==> src/rtl/mul_share_arbiter_if.sv <==
// Bus bundle for mul_share_arbiter: requester channels, response channel and multiplier port.
// slave = arbiter side, master = requesters/consumer/multiplier side.
interface mul_share_arbiter_if #(
  parameter int NB  = 8,
  parameter int R   = 4,
  parameter int IDW = 2
);
  logic [R-1:0]     req_valid;
  logic [R*NB-1:0]  req_a;
  logic [R*NB-1:0]  req_b;
  logic [R-1:0]     req_ready;
  logic             rsp_valid;
  logic             rsp_ready;
  logic [IDW-1:0]   rsp_id;
  logic [2*NB-1:0]  rsp_product;
  logic             rsp_err;
  logic             mul_start;
  logic [NB-1:0]    mul_a;
  logic [NB-1:0]    mul_b;
  logic [2*NB-1:0]  mul_product;
  logic             mul_ready;

  modport slave (
    input  req_valid, req_a, req_b, rsp_ready, mul_product, mul_ready,
    output req_ready, rsp_valid, rsp_id, rsp_product, rsp_err, mul_start, mul_a, mul_b
  );

  modport master (
    output req_valid, req_a, req_b, rsp_ready, mul_product, mul_ready,
    input  req_ready, rsp_valid, rsp_id, rsp_product, rsp_err, mul_start, mul_a, mul_b
  );
endinterface

==> src/rtl/mul_share_arbiter.sv <==
// Round-robin arbiter sharing one sequential signed multiplier between R requesters.
// Optional WAIT timeout with error response is built when MUL_ARB_TIMEOUT_EN is defined.
//
// state | meaning
// IDLE  | grant next valid requester round-robin, latch its operands and ID
// ISSUE | one-cycle mul_start pulse
// WAIT  | wait for mul_ready, ignoring it in the first cycle
// RESP  | hold response until rsp_ready, then advance pointer
module mul_share_arbiter #(
  parameter int NB      = 8,
  parameter int R       = 4,
  parameter int IDW     = 2,
  parameter int TIMEOUT = NB + 4
) (
  input logic                clk,
  input logic                rst_n,
  mul_share_arbiter_if.slave bus
);
  localparam int CW = $clog2(TIMEOUT + 1);

  typedef enum logic [1:0] {IDLE, ISSUE, WAIT, RESP} state_t;

  state_t          state_q, state_d;
  logic [IDW-1:0]  ptr_q, ptr_d;
  logic [IDW-1:0]  id_q, id_d;
  logic [CW-1:0]   cnt_q, cnt_d;
  logic [NB-1:0]   a_q, a_d;
  logic [NB-1:0]   b_q, b_d;
  logic [2*NB-1:0] prod_q, prod_d;
`ifdef MUL_ARB_TIMEOUT_EN
  logic            err_q, err_d;
`endif

  logic            gnt_found;
  logic [IDW-1:0]  gnt_id;
  logic [IDW-1:0]  cand;
  logic [NB-1:0]   gnt_a, gnt_b;

  // Search pointer, pointer+1, ... wrapping at R-1 so non-power-of-two R works.
  always_comb begin
    gnt_found = 1'b0;
    gnt_id    = '0;
    cand      = ptr_q;
    for (int i = 0; i < R; i++) begin
      if (!gnt_found && bus.req_valid[cand]) begin
        gnt_found = 1'b1;
        gnt_id    = cand;
      end
      cand = (cand == IDW'(R - 1)) ? '0 : cand + 1'b1;
    end
    gnt_a = '0;
    gnt_b = '0;
    for (int j = 0; j < R; j++) begin
      if (gnt_id == IDW'(j)) begin
        gnt_a = bus.req_a[j*NB +: NB];
        gnt_b = bus.req_b[j*NB +: NB];
      end
    end
  end

  always_comb begin
    state_d = state_q;
    ptr_d   = ptr_q;
    id_d    = id_q;
    cnt_d   = cnt_q;
    a_d     = a_q;
    b_d     = b_q;
    prod_d  = prod_q;
`ifdef MUL_ARB_TIMEOUT_EN
    err_d   = err_q;
`endif
    case (state_q)
      IDLE: begin
        if (gnt_found) begin
          a_d     = gnt_a;
          b_d     = gnt_b;
          id_d    = gnt_id;
          state_d = ISSUE;
        end
      end
      ISSUE: begin
        cnt_d   = '0;
        state_d = WAIT;
      end
      WAIT: begin
        // counter==0 masks a ready level left over from the previous operation
        if (cnt_q != '0 && bus.mul_ready) begin
          prod_d  = bus.mul_product;
`ifdef MUL_ARB_TIMEOUT_EN
          err_d   = 1'b0;
`endif
          state_d = RESP;
`ifdef MUL_ARB_TIMEOUT_EN
        end else if (cnt_q == CW'(TIMEOUT - 1)) begin
          prod_d  = '0;
          err_d   = 1'b1;
          state_d = RESP;
`endif
        end else if (cnt_q != '1) begin
          cnt_d = cnt_q + 1'b1;
        end
      end
      RESP: begin
        if (bus.rsp_ready) begin
          ptr_d   = (id_q == IDW'(R - 1)) ? '0 : id_q + 1'b1;
          state_d = IDLE;
        end
      end
      default: state_d = IDLE;
    endcase
  end

  always_ff @(posedge clk or negedge rst_n) begin
    if (!rst_n) begin
      state_q <= IDLE;
      ptr_q   <= '0;
      id_q    <= '0;
      cnt_q   <= '0;
      a_q     <= '0;
      b_q     <= '0;
      prod_q  <= '0;
`ifdef MUL_ARB_TIMEOUT_EN
      err_q   <= 1'b0;
`endif
    end else begin
      state_q <= state_d;
      ptr_q   <= ptr_d;
      id_q    <= id_d;
      cnt_q   <= cnt_d;
      a_q     <= a_d;
      b_q     <= b_d;
      prod_q  <= prod_d;
`ifdef MUL_ARB_TIMEOUT_EN
      err_q   <= err_d;
`endif
    end
  end

  // rst_n gate keeps the combinational grant low while reset is held.
  assign bus.req_ready   = (state_q == IDLE && gnt_found && rst_n) ? (R'(1) << gnt_id) : '0;
  assign bus.mul_start   = (state_q == ISSUE);
  assign bus.mul_a       = a_q;
  assign bus.mul_b       = b_q;
  assign bus.rsp_valid   = (state_q == RESP);
  assign bus.rsp_id      = id_q;
  assign bus.rsp_product = prod_q;
`ifdef MUL_ARB_TIMEOUT_EN
  assign bus.rsp_err     = err_q;
`else
  assign bus.rsp_err     = 1'b0;
`endif
endmodule

==> src/flat_wrapper.sv <==
// flat-port wrapper written by rule: the top's interface ports become plain ports
module mul_share_arbiter_flat 
#(
  parameter int NB      = 8,
  parameter int R       = 4,
  parameter int IDW     = 2,
  parameter int TIMEOUT = NB + 4
)
  (clk, rst_n, bus_req_valid, bus_req_a, bus_req_b, bus_rsp_ready, bus_mul_product, bus_mul_ready, bus_req_ready, bus_rsp_valid, bus_rsp_id, bus_rsp_product, bus_rsp_err, bus_mul_start, bus_mul_a, bus_mul_b);
  mul_share_arbiter_if #(.NB(NB), .R(R), .IDW(IDW)) bus_i ();
  input logic clk;
  input logic rst_n;
  input wire logic [$bits(bus_i.req_valid)-1:0] bus_req_valid;
  input wire logic [$bits(bus_i.req_a)-1:0] bus_req_a;
  input wire logic [$bits(bus_i.req_b)-1:0] bus_req_b;
  input wire logic [$bits(bus_i.rsp_ready)-1:0] bus_rsp_ready;
  input wire logic [$bits(bus_i.mul_product)-1:0] bus_mul_product;
  input wire logic [$bits(bus_i.mul_ready)-1:0] bus_mul_ready;
  output wire logic [$bits(bus_i.req_ready)-1:0] bus_req_ready;
  output wire logic [$bits(bus_i.rsp_valid)-1:0] bus_rsp_valid;
  output wire logic [$bits(bus_i.rsp_id)-1:0] bus_rsp_id;
  output wire logic [$bits(bus_i.rsp_product)-1:0] bus_rsp_product;
  output wire logic [$bits(bus_i.rsp_err)-1:0] bus_rsp_err;
  output wire logic [$bits(bus_i.mul_start)-1:0] bus_mul_start;
  output wire logic [$bits(bus_i.mul_a)-1:0] bus_mul_a;
  output wire logic [$bits(bus_i.mul_b)-1:0] bus_mul_b;
  assign bus_i.req_valid = bus_req_valid;
  assign bus_i.req_a = bus_req_a;
  assign bus_i.req_b = bus_req_b;
  assign bus_i.rsp_ready = bus_rsp_ready;
  assign bus_i.mul_product = bus_mul_product;
  assign bus_i.mul_ready = bus_mul_ready;
  assign bus_req_ready = bus_i.req_ready;
  assign bus_rsp_valid = bus_i.rsp_valid;
  assign bus_rsp_id = bus_i.rsp_id;
  assign bus_rsp_product = bus_i.rsp_product;
  assign bus_rsp_err = bus_i.rsp_err;
  assign bus_mul_start = bus_i.mul_start;
  assign bus_mul_a = bus_i.mul_a;
  assign bus_mul_b = bus_i.mul_b;
  mul_share_arbiter #(.NB(NB), .R(R), .IDW(IDW), .TIMEOUT(TIMEOUT)) u_core (.clk(clk), .rst_n(rst_n), .bus(bus_i));
endmodule
==> config.mk <==
export PLATFORM = sky130hd
export DESIGN_NAME = mul_share_arbiter_flat
export DESIGN_NICKNAME = d
export VERILOG_FILES = /design/src/rtl/mul_share_arbiter_if.sv /design/src/rtl/mul_share_arbiter.sv /design/src/flat_wrapper.sv
export SDC_FILE = /design/constraint.sdc
export NUM_CORES = 1
export LEC_CHECK = 0
export BUFFER_PORTS_ARGS = -buffer_cell sky130_fd_sc_hd__buf_2
export CORE_AREA = 2 2 84 86
export CTS_CLUSTER_SIZE = 12
export DETAILED_ROUTE_END_ITERATION = 8
export DIE_AREA = 0 0 86 88
export PLACE_DENSITY = 0.75
export SETUP_SLACK_MARGIN = 0.15
export SLEW_MARGIN = 0
export SYNTH_ARGS = -nofsm -noshare
export SYNTH_HDL_FRONTEND = slang
export SYNTH_SLANG_ARGS = --single-unit
==> constraint.sdc <==
create_clock -name clk -period 3.6 [get_ports clk]
set_clock_uncertainty 0.15 [all_clocks]
set_input_delay 0.18 -clock clk [delete_from_list [all_inputs] [get_ports clk]]
set_output_delay 0.18 -clock clk [all_outputs]
set_load 0.05 [all_outputs]
==> Yosys cells after proc, flatten, opt, wreduce, memory -nomap -nowiden <==
Index checks and enable logic that the tools add are counted.
Widths: inputs -> output; s select.
{ "op_classes": {"n_mux": 36, "n_reduce_logical": 18, "shift": 1, "n_addsub": 5, "magnitude_cmp": 4, "n_eq_ne": 16} }
{ "op_table": {"columns": ["cell", "count"], "rows": [
  ["$mux 8", 8],
  ["$mux 2", 11],
  ["$eq 2x2->1 const B", 8],
  ["$lt 2x3->1 const B", 4],
  ["$mux 4", 3],
  ["$add 2x1->2 const B", 4],
  ["$bmux 1 s2", 4],
  ["$mux 1", 8],
  ["$pmux 2 s4", 1],
  ["$pmux 4 s2", 1],
  ["$logic_and 1x1->1", 6],
  ["$ne 2x1->1 const B", 3],
  ["$reduce_and 2->1", 3],
  ["$reduce_and 3->1", 2],
  ["$add 4x1->4 const B", 1],
  ["$eq 2x1->1 const B", 2],
  ["$logic_not 2->1", 2],
  ["$ne 2x2->1 const B", 2],
  ["$ne 4x4->1 const B", 1],
  ["$reduce_bool 4->1", 1],
  ["$shl 1x2->4 const A", 1],
  ["$logic_not 1->1", 3],
  ["$reduce_bool 2->1", 1]
]} }
{ "totals": {"wordCells": 87, "out_inout_bits": 41, "reg_bits": 42} }

==> Longest topological paths before layout <==
{ "logic_depth": {"ltp_word": 17, "depth_mapped": 12, "ltp_nobuf": 8} }

==> Least setup slack after synthesis <==
No wires, ideal clock.
{ "synth_path": {"path_kind": "register to output", "from": "reg u_core.ptr_q[1]", "to": "out bus_req_ready[3]", "stages_incl_launch_ff": 11, "arrival_time_ns": 3.320, "path_buffers": 3, "slack_ns": -0.050, "cell_sequence": "dfrtp_1 > ha_1 > buf_2 > buf_2 > a211oi_1 > a22o_1 > a21oi_1 > o2bb2ai_1 > clkbuf_1 > nand3_1 > a211oi_1"} }
{ "synth_between": {"elab_chain_cells": 15, "elab_cells_between_ends": 35, "cone_classes": "add/sub: 3; eq/ne: 3; shift: 1; mux: 20; reduce/logical: 8"} }
{ "synth_rtl": {"columns": ["element", "line", "text"], "rows": [
  ["from (decl)", "mul_share_arbiter.sv:24", "logic [IDW-1:0] ptr_q, ptr_d;"],
  ["from (signal assigned)", "mul_share_arbiter.sv:127", "ptr_q <= ptr_d;"],
  ["branches (longest 14 deep; another with $add 2x1->2)", null, null],
  ["$mux 4 (*)", "mul_share_arbiter.sv:140", "assign bus.req_ready = (state_q == IDLE && gnt_found && rst_n) ? (R'(1) << gnt_id) : '0;"],
  ["to (decl)", "flat_wrapper.sv:19", "output wire logic [$bits(bus_i.req_ready)-1:0] bus_req_ready;"]
]} }
Mark *: on every way between the ends. The select of a mux whose other input is x is not followed.

==> Worst setup path after layout <==
{ "layout_path": {"from": "reg u_core.ptr_q[1]", "to": "out bus_req_ready[1]"} }
The elaborated chain is that of the path after synthesis.

==> metrics <==
share of cells above drive strength 1=a little over two fifths; largest net degree at the start of global routing=37; First-pass DRT Iterations=4; worst min-delay path class=input port to flop; antenna violations before repair=0; Die Y=88 µm; Iteration-0 DRC Markers=75; reg-to-reg startpoint=u_core.ptr_q[1]; Cell Area, Synth=roughly 0.0029 mm²; NumNets Final=521; run status=complete, no violations; DRT antenna net count=0; HP Start=bus_rsp_ready; Final setup viols=0; max-cap check violation count=0; residual DRC count=0; Clock Pin Slew Worst Setup and Hold Paths=approximately 0.090 ns; pre-CTS setup slack=between 0.4 and 0.5 ns; peak supply drop=587 µV; Tmin final=3.20 ns; routed vias=around 2700; syn_nets=~380; Critical path buffers and inverters=3; Crit path arrival time=about 2.9 ns; final setup TNS=0 ns; drt via density=5.30; Slowest-stage cell, CP=dfrtp_2; Req. time, crit path=3.27 ns; H-tree depth=2; hold path endpoint=u_core.ptr_q[0]; R2R Path End=u_core.bus.mul_b[0]; CTS buffer count=5; DIE WIDTH=between 80 and 90 µm; Post-Route WL=7470 µm; total power=0.00439 W; pwr dens=about 1100 mW/mm²; Slew headroom=about half; Total GRT Usage=roughly a fifth; vias in the first global route=2618; P&R area growth vs syn=35.1%; Rows=30; Sink Count=between 40 and 50; GRT overflow=0; routability congestion estimate=approximately 0.79; endpoints failing hold=0; fin util=between 50 and 60%; synthesis-stage register bit count=between 40 and 50; n_diodes=0; count of different cell masters after synthesis=48; Final Cycle Share=between 80% and 90%; delay-heaviest family, CP=buffers and inverters; Max clock buf depth=2; Crit. End Element=output pin; EDFF count, synth=0; Mean Syn Cell Area=roughly 10 µm²; Core ar.=approximately 0.0066 mm²; worst-path fanout max=18; setup ws final=approximately 0.4 ns; top_reg_cell synth=dfrtp_1; synth warn=0; Crit path largest cell delay=about 0.43 ns; Async SR Flop Fraction=100%; first-pass GRT wire length=about 12000 µm; Reg2Reg Depth=10; Buffers on Ports=127; post-synthesis sequential area ratio=36.1%; critical path startpoint category=flop; RSZ-0062 raised after global routing=no; Routed wire per std cell=~15 µm; Cells after Synth=roughly 290; CP Cell Sequence=ha_1, buf_4, mux2i_1, mux2_2, a21boi_2, and2_1, a21oi_4, buf_12, and3_1, clkbuf_4; overall die area=0.00757 mm²; Pleak=1.84 nW; HPWL after detailed placement=5330 µm; Hold Path Depth=3; I/O Pins=129; CTS tree=done; Max Transition Viols Final=0; Root Driver=clkbuf_8; worst setup path class=flop to output pin; Worst R2R Setup Slack=around 0.80 ns; clock latency on the worst-skew pair=0.30 ns; Worst-Margin Slew=0.754 ns; FMAX=313 MHz; initial core utilization=between 40% and 50%
-- layout make-up --
type / count / area, µm²
clock buffer: 6 / 72.6
clock inverter: 2 / 37.5
fill: 570 / 2710
inverter: 8 / 30.0
multi-input combinational: 212 / 1700
sequential: 42 / 1050
tap: 80 / 100
timing repair buffer: 156 / 938
-- cell usage after synthesis (all sizes together), types with 6 or more instances --
cell type | count | area share [%]
a211oi | 20 | 6.4
a21oi | 7 | 1.3
buf | 13 | 4.0
clkbuf | 12 | 1.5
dfrtp | 42 | 36
ha | 8 | 3.4
inv | 8 | 1.0
mux2 | 20 | 7.7
mux2i | 37 | 13
nand2 | 6 | 0.77
nand3 | 8 | 1.4
nand3b | 34 | 8.8
nor2 | 30 | 3.9
o21ai | 7 | 1.2
-- power by group --
part / internal [W] / total, W / switching, W
registers: 0.000716 / 0.000861 / 0.000145
clock network: 0.000207 / 0.000369 / 0.000162
logic: 0.00115 / 0.00316 / 0.00201
-- logic make-up (layout without fill, tap and decap cells) --
| kind of cell | after synthesis | count (layout) | share of synthesized area (%) |
|---|---|---|---|
| AOI/OAI and AO/OA | 48 | 48 | 13.1 |
| other | 1 | 1 | 0.129 |
| muxes | 58 | 58 | 21.4 |
| buffers and inverters | 33 | 172 | 6.57 |
| and+or+nand+nor | 95 | 95 | 18.7 |
| DFF | 42 | 42 | 36.1 |
| adders and majority gates | 8 | 8 | 3.44 |
| xor gates and xnor gates | 2 | 2 | 0.602 |
-- routing by layer --
metal / vias to the layer above / wire length [µm] / global-route usage [%]
li1: 1314 / - / -
met1: 1263 / 2950 / 22.1
met2: 90 / 3940 / 35.2
met3: 13 / 462 / 4.71
met4: 0 / 119 / 6.06
met5: - / 0 / 0
-- worst register-to-register path: cells and delay by family (launching register included) --
| kind | cells | cell delay [ns] |
|---|---|---|
| buffers and inverters | 2 | 0.41 |
| AO/OA/AOI/OAI | 4 | 0.83 |
| adder cells (fa/ha/maj) | 1 | 0.31 |
| multiplexers | 3 | 0.58 |
| flip-flops | 1 | 0.43 |
-- through the flow --
step | hold WS (ns) | instance area [µm²] | instances
final | 0.0587 | 3930 | 506
after global routing | 0.0684 | 3930 | 506
after CTS | 0.0512 | 3890 | 504
after detailed placement | 0.0224 | 3610 | 479
after global placement | 0.0205 | 3610 | 479
after floorplan | -0.266 | 2920 | 287
-- state kept, by name, summed over array words and instances (netlist names) --
name and cells:
u_core.bus.mul_a 8, u_core.bus.mul_b 8, u_core.bus.rsp_id 2, u_core.bus.rsp_product 16
u_core.cnt_q 4, u_core.ptr_q 2, u_core.state_q 2
-- layout by cell type (no fill, tap or decap), types with 2 or more instances in the layout --
cell type,instances
a21oi_1,6
mux2_2,20
clkbuf_4,2
a211oi_2,8
nand3_1,8
dlygate4sd3_1,17
ha_1,8
dfrtp_1,41
nor3b_1,3
o21ai_0,6
nand2_1,6
mux2i_1,37
a211oi_1,12
clkbuf_8,5
buf_2,125
nand3b_1,34
inv_1,8
nand2b_1,3
buf_4,9
a221oi_1,2
nor2b_1,3
nor2_1,30
-- what timing repair did --
action                                 4_1_cts  5_1_grt
endpoints found under the hold margin       34        0
setup endpoints to repair                    0        4
gates resized for setup                      0        5
hold buffers                                17        0
setup buffers                                0        1
-- worst max-delay path by stage --
stage,from,end,cells past startpoint
2_1_floorplan,u_core.ptr_q[1],bus_req_ready[0],11
3_3_place_gp,u_core.ptr_q[1],bus_req_ready[1],10
3_5_place_dp,u_core.ptr_q[1],bus_req_ready[1],10
4_1_cts,u_core.ptr_q[1],bus_req_ready[1],10
5_1_grt,u_core.ptr_q[1],bus_req_ready[1],10
6_report,u_core.ptr_q[1],bus_req_ready[1],10
(Power assumes the default switching activity.)
